[src/rtl/button_pkg.sv]
// Shared types and timing constants for the button/switch input conditioner.
package button_pkg;

  typedef enum logic [1:0] {
    ST_IDLE   = 2'd0,
    ST_FIRST  = 2'd1,
    ST_REPEAT = 2'd2,
    ST_HELD   = 2'd3
  } btn_state_e;

  // 100 MHz board timing: 10 ms debounce, 500 ms first repeat, 100 ms repeat period
  localparam int unsigned BOARD_DEBOUNCE_CYCLES = 1_000_000;
  localparam int unsigned BOARD_REPEAT_DELAY    = 50_000_000;
  localparam int unsigned BOARD_REPEAT_PERIOD   = 10_000_000;

  localparam int unsigned SIM_DEBOUNCE_CYCLES = 4;
  localparam int unsigned SIM_REPEAT_DELAY    = 20;
  localparam int unsigned SIM_REPEAT_PERIOD   = 8;

  // Counter width for a count of n cycles, never narrower than one bit
  function automatic int unsigned cnt_width(input int unsigned n);
    return (n < 2) ? 1 : $clog2(n);
  endfunction

endpackage

[src/rtl/sync_debounce.sv]
// Two-flop synchronizer followed by a consecutive-sample debounce filter.
module sync_debounce
  import button_pkg::*;
#(
  parameter int unsigned DEBOUNCE_CYCLES = BOARD_DEBOUNCE_CYCLES
) (
  input  logic clk_i,
  input  logic rst_i,
  input  logic raw_i,
  output logic level_o
);

  localparam int unsigned CNT_W = cnt_width(DEBOUNCE_CYCLES);
  localparam logic [CNT_W-1:0] CNT_LAST = CNT_W'(DEBOUNCE_CYCLES - 1);

  logic [1:0]       sync_q;
  logic             level_q;
  logic [CNT_W-1:0] cnt_q;

  always_ff @(posedge clk_i) begin
    if (rst_i) begin
      sync_q  <= 2'b00;
      level_q <= 1'b0;
      cnt_q   <= '0;
    end else begin
      sync_q <= {sync_q[0], raw_i};
      // Accept the new level only after it has disagreed for DEBOUNCE_CYCLES samples
      if (sync_q[1] == level_q) begin
        cnt_q <= '0;
      end else if (cnt_q == CNT_LAST) begin
        level_q <= sync_q[1];
        cnt_q   <= '0;
      end else begin
        cnt_q <= cnt_q + CNT_W'(1);
      end
    end
  end

  assign level_o = level_q;

endmodule

[src/rtl/button_conditioner.sv]
// Conditions the count button into step pulses and the direction switch into a level.
// BUTTON_AUTO_REPEAT_EN builds in auto-repeat while the button stays held.
module button_conditioner
  import button_pkg::*;
#(
  parameter int unsigned DEBOUNCE_CYCLES = BOARD_DEBOUNCE_CYCLES,
  parameter int unsigned REPEAT_DELAY    = BOARD_REPEAT_DELAY,
  parameter int unsigned REPEAT_PERIOD   = BOARD_REPEAT_PERIOD
) (
  input  logic clk100m,
  input  logic rst,
  input  logic btn_raw,
  input  logic sw_dir_raw,
  output logic step,
  output logic dir,
  output logic held
);

  // Reload values below 1 would let step stay high on back-to-back cycles
  if (DEBOUNCE_CYCLES < 1 || REPEAT_DELAY < 2 || REPEAT_PERIOD < 2) begin : g_bad_cfg
    $error("button_conditioner: invalid timing parameters");
  end

  logic       btn_lvl;
  logic       held_prev_q;
  logic       step_q;
  logic       rise;
  logic       fall;
  btn_state_e state_q;

  sync_debounce #(.DEBOUNCE_CYCLES(DEBOUNCE_CYCLES)) u_btn (
    .clk_i   (clk100m),
    .rst_i   (rst),
    .raw_i   (btn_raw),
    .level_o (btn_lvl)
  );

  sync_debounce #(.DEBOUNCE_CYCLES(DEBOUNCE_CYCLES)) u_dir (
    .clk_i   (clk100m),
    .rst_i   (rst),
    .raw_i   (sw_dir_raw),
    .level_o (dir)
  );

  assign rise = btn_lvl & ~held_prev_q;
  assign fall = ~btn_lvl & held_prev_q;

`ifdef BUTTON_AUTO_REPEAT_EN
  localparam int unsigned RPT_MAX = (REPEAT_DELAY > REPEAT_PERIOD) ? REPEAT_DELAY : REPEAT_PERIOD;
  localparam int unsigned RPT_W   = cnt_width(RPT_MAX);
  localparam logic [RPT_W-1:0] DELAY_LOAD  = RPT_W'(REPEAT_DELAY - 1);
  localparam logic [RPT_W-1:0] PERIOD_LOAD = RPT_W'(REPEAT_PERIOD - 1);

  logic [RPT_W-1:0] rpt_q;

  always_ff @(posedge clk100m) begin
    if (rst) begin
      state_q     <= ST_IDLE;
      rpt_q       <= '0;
      step_q      <= 1'b0;
      held_prev_q <= 1'b0;
    end else begin
      held_prev_q <= btn_lvl;
      step_q      <= 1'b0;
      case (state_q)
        ST_IDLE: begin
          if (rise) begin
            step_q  <= 1'b1;
            rpt_q   <= DELAY_LOAD;
            state_q <= ST_FIRST;
          end
        end
        // Release wins over a terminal count landing on the same cycle
        ST_FIRST, ST_REPEAT: begin
          if (fall) begin
            state_q <= ST_IDLE;
          end else if (rpt_q == '0) begin
            step_q  <= 1'b1;
            rpt_q   <= PERIOD_LOAD;
            state_q <= ST_REPEAT;
          end else begin
            rpt_q <= rpt_q - RPT_W'(1);
          end
        end
        default: state_q <= ST_IDLE;
      endcase
    end
  end
`else
  always_ff @(posedge clk100m) begin
    if (rst) begin
      state_q     <= ST_IDLE;
      step_q      <= 1'b0;
      held_prev_q <= 1'b0;
    end else begin
      held_prev_q <= btn_lvl;
      step_q      <= 1'b0;
      case (state_q)
        ST_IDLE: begin
          if (rise) begin
            step_q  <= 1'b1;
            state_q <= ST_HELD;
          end
        end
        ST_HELD: begin
          if (fall) state_q <= ST_IDLE;
        end
        default: state_q <= ST_IDLE;
      endcase
    end
  end
`endif

  assign step = step_q;
  assign held = btn_lvl;

endmodule

[config.mk]
export PLATFORM = sky130hd
export DESIGN_NAME = button_conditioner
export DESIGN_NICKNAME = d
export VERILOG_FILES = /design/src/rtl/button_pkg.sv /design/src/rtl/sync_debounce.sv /design/src/rtl/button_conditioner.sv
export SDC_FILE = /design/constraint.sdc
export NUM_CORES = 1
export LEC_CHECK = 0
export BUFFER_PORTS_ARGS = -buffer_cell sky130_fd_sc_hd__buf_2
export CORE_UTILIZATION = 61
export DETAILED_ROUTE_END_ITERATION = 6
export PLACE_DENSITY = 0.79
export SYNTH_ARGS = -nofsm -noshare
export SYNTH_HDL_FRONTEND = slang
export SYNTH_SLANG_ARGS = --single-unit
[constraint.sdc]
create_clock -name clk100m -period 3.3 [get_ports clk100m]
set_input_delay 0.66 -clock clk100m [delete_from_list [all_inputs] [get_ports clk100m]]
set_output_delay 0.66 -clock clk100m [all_outputs]
set_load 0.02 [all_outputs]
==> results.cfg <==
[placed_design]
hpwl_um = 2490
postPlaceCellArea_sq_um = 2160
io_buffers = 6
dp_slack_ns = 0.947
finalWeightedCongestion = 0.787

[critical_path]
critPathKind = reg2reg
path_cells = or4_1 -> or4_4 -> o21ai_1 -> buf_4 -> nor2_1
arrival_ns = 2.63
crit_path_end_kind = flop
startpoint = u_dir.cnt_q[13]$_SDFF_PP0_
reg2reg_depth = 5
worst_path_largest_cell_delay_ns = 0.53
worst-path-max-fanout = 12
r2r-start = u_dir.cnt_q[13]$_SDFF_PP0_
slowest_stage = or4_1
critPathRequiredTime_ns = 3.56
cp-start-kind = flop

[drt]
postRouteAntennaNets = 0
wl_um = 3570
drt_iter0_markers = 95
first_pass_iters = 4
wire_per_inst_um = 12.3
drc = 0
vias = 1626
viasPerCell = 5.59

[clock_network]
cts_buffers = 5
cts_tree = done
htreeDepth = 2
hold_buffers = 0
clkSinkCount = 49
post_cts_buffers = 0
clock_latency_ns = 0.35
clock_path_buffers = 2
path_clk_slew_ns = 0.13
post_cts_resized = 0
cts-root-buf = clkbuf_4

[sta]
fin_ws_ns = 0.931
drv_slew = 0
relSlewSlack = 0.619
finalHoldViolCount = 0
setup-violations-final = 0
finalCritPeriodShare = 0.718
fin_worst_skew_ns = 0.00706
period_minus_slack_ns = 2.37
max_freq_ghz = 0.422
tns_ns = 0
worst_pin_slew_ns = 0.567
rsz0062_at_grt = false

[finish]
layout.cells.most_common_list = dfxtp_1 (49), nor2_1 (31), a21oi_1 (16)
mostFrequentLayoutCell = dfxtp_1
fin_nets = 252
diodes = 0
design_area_sq_um = 2210
syn_to_final_growth_pct = 5.06
final_core_util = 0.701
drive_gt1_frac = 0.0729
multi_input_area_sq_um = 1050
num-fill-cells = 287
regArea_sq_um = 981

[grt]
grt_pass1_vias = 1425
antenna_found_initial = 0
grt_start_max_net_pins = 21
grtUsageTotal = 0.224
overflow = 0
grt_pass1_wl_um = 6050

[yosys]
synthXorXnorAreaFrac = 0.104
syn_avg_cell_area_sq_um = 8.69
synth_compound_area_frac = 0.0869
synth_top_area_cell = dfxtp_1
synth_fp_nets = 248
synth_top_family_by_area = simple AND/OR/NAND/NOR gates
synthSimpleGateAreaFrac = 0.297
synth-seq-cells = 49
synth_top_area_frac = 0.466
synth-adder-area-share = 0.0119
syn_area_sq_um = 2100
ys_types = 29
synthTopCellsByArea = dfxtp_1 (47%), nor2_1 (5.5%), xor2_1 (5.4%), xnor2_1 (5.0%), nand4_1 (3.9%)
yosysWarnings = 0
muxShareOfSynthArea = 0
seq_area_frac_synth = 0.466
syn_inst = 242

[power]
p_per_area_nw_per_um2 = 392
p_leak_nw = 0.659
peakVddDrop_v = 0.000283

[floorplanning]
fp.coreArea_sq_um = 3150
chipWidth_um = 60.7
num_rows = 20
start_util = 0.667
die-area_sq_um = 3690
die_h_um = 60.7
io_pins = 7

[outcome]
outcome = finished, final reports clean

[min_path]
whs_path_depth = 1
hp-start = state_q[0]$_SDFFE_PP0P_
holdCritPathClass = reg2reg

[job]
cap_violations = 0
==> synth_stat cells <==
cell / number
nand4_1: 13
and2_1: 4
nor3_1: 2
or4_1: 6
buf_2: 3
and3_1: 2
and4_1: 3
or4_4: 1
o21ai_0: 12
nand2_1: 15
clkbuf_1: 8
nor2_1: 31
nor3b_1: 1
or4b_2: 2
dfxtp_1: 49
inv_1: 7
nor4_1: 3
o21ai_1: 1
or3_1: 11
xnor2_1: 12
a21oi_1: 16
nor4b_1: 2
or4b_1: 1
o31ai_1: 5
nand3_1: 11
nand4bb_1: 1
nor2b_1: 5
ha_1: 2
xor2_1: 13
==> critical path, delay by kind of cell (launching register included) <==
family | cells | cell delay [ns]
simple gates | 3 | 1.12
compound gates | 1 | 0.48
flops | 1 | 0.38
buf+inv | 1 | 0.29
==> kinds of logic (layout without fill, tap and decap cells) <==
family                   after synthesis  count (layout)
XOR/XNOR                              25              25
buffers and inverters                 18              23
AND/OR/NAND/NOR                      114             114
AO/OA/AOI/OAI                         34              34
flip-flops                            49              49
adder cells (fa/ha/maj)                2               2
==> registers in the layout (all words and copies together), names as in the netlist <==
name / flops
u_dir.level_o: 1
u_btn.cnt_q: 20
step: 1
u_dir.sync_q: 2
state_q: 1
held_prev_q: 1
u_dir.cnt_q: 20
u_btn.sync_q: 2
u_btn.level_o: 1
==> through the flow <==
| step | total power [mW] | hold WS, ns | std cells |
|---|---|---|---|
| floorplan | 0.617 | 0.391 | 242 |
| global placement | 0.621 | 0.408 | 283 |
| detailed placement | 0.621 | 0.409 | 283 |
| CTS | 0.878 | 0.429 | 291 |
| global route | 0.903 | 0.453 | 291 |
| finish | 0.866 | 0.425 | 291 |
==> power breakdown <==
group	switching, mW	total, mW	internal [mW]
clock network	0.177	0.258	0.0815
registers	0.00162	0.596	0.594
logic	0.00749	0.0122	0.00468
==> final timing paths <==
path / slack (ns) / end
max: 0.93 / u_dir.cnt_q[8]$_SDFF_PP0_
min: 0.43 / step$_SDFF_PP0_
max reg2reg: 0.93 / u_dir.cnt_q[8]$_SDFF_PP0_
min reg2reg: 0.43 / step$_SDFF_PP0_
==> cell type report <==
cell class / instances / share of cell area
multi-input cells: 175 / 0.476
inverters: 7 / 0.0119
clock buffers: 6 / 0.0187
well taps: 44 / 0.0249
flip-flops and latches: 49 / 0.444
repair buffers: 8 / 0.0204
clock inverters: 2 / 0.00453
==> per-layer routing <==
layer  vias to the layer above  part of all wire  track usage
met5                         -                 0            0
met4                         0             0.020        0.110
met3                         9             0.031       0.0576
met2                        23              0.43        0.339
met1                       740              0.52        0.298
li1                        854                 -            -
No activity file was read; power rests on OpenSTA's default activity.
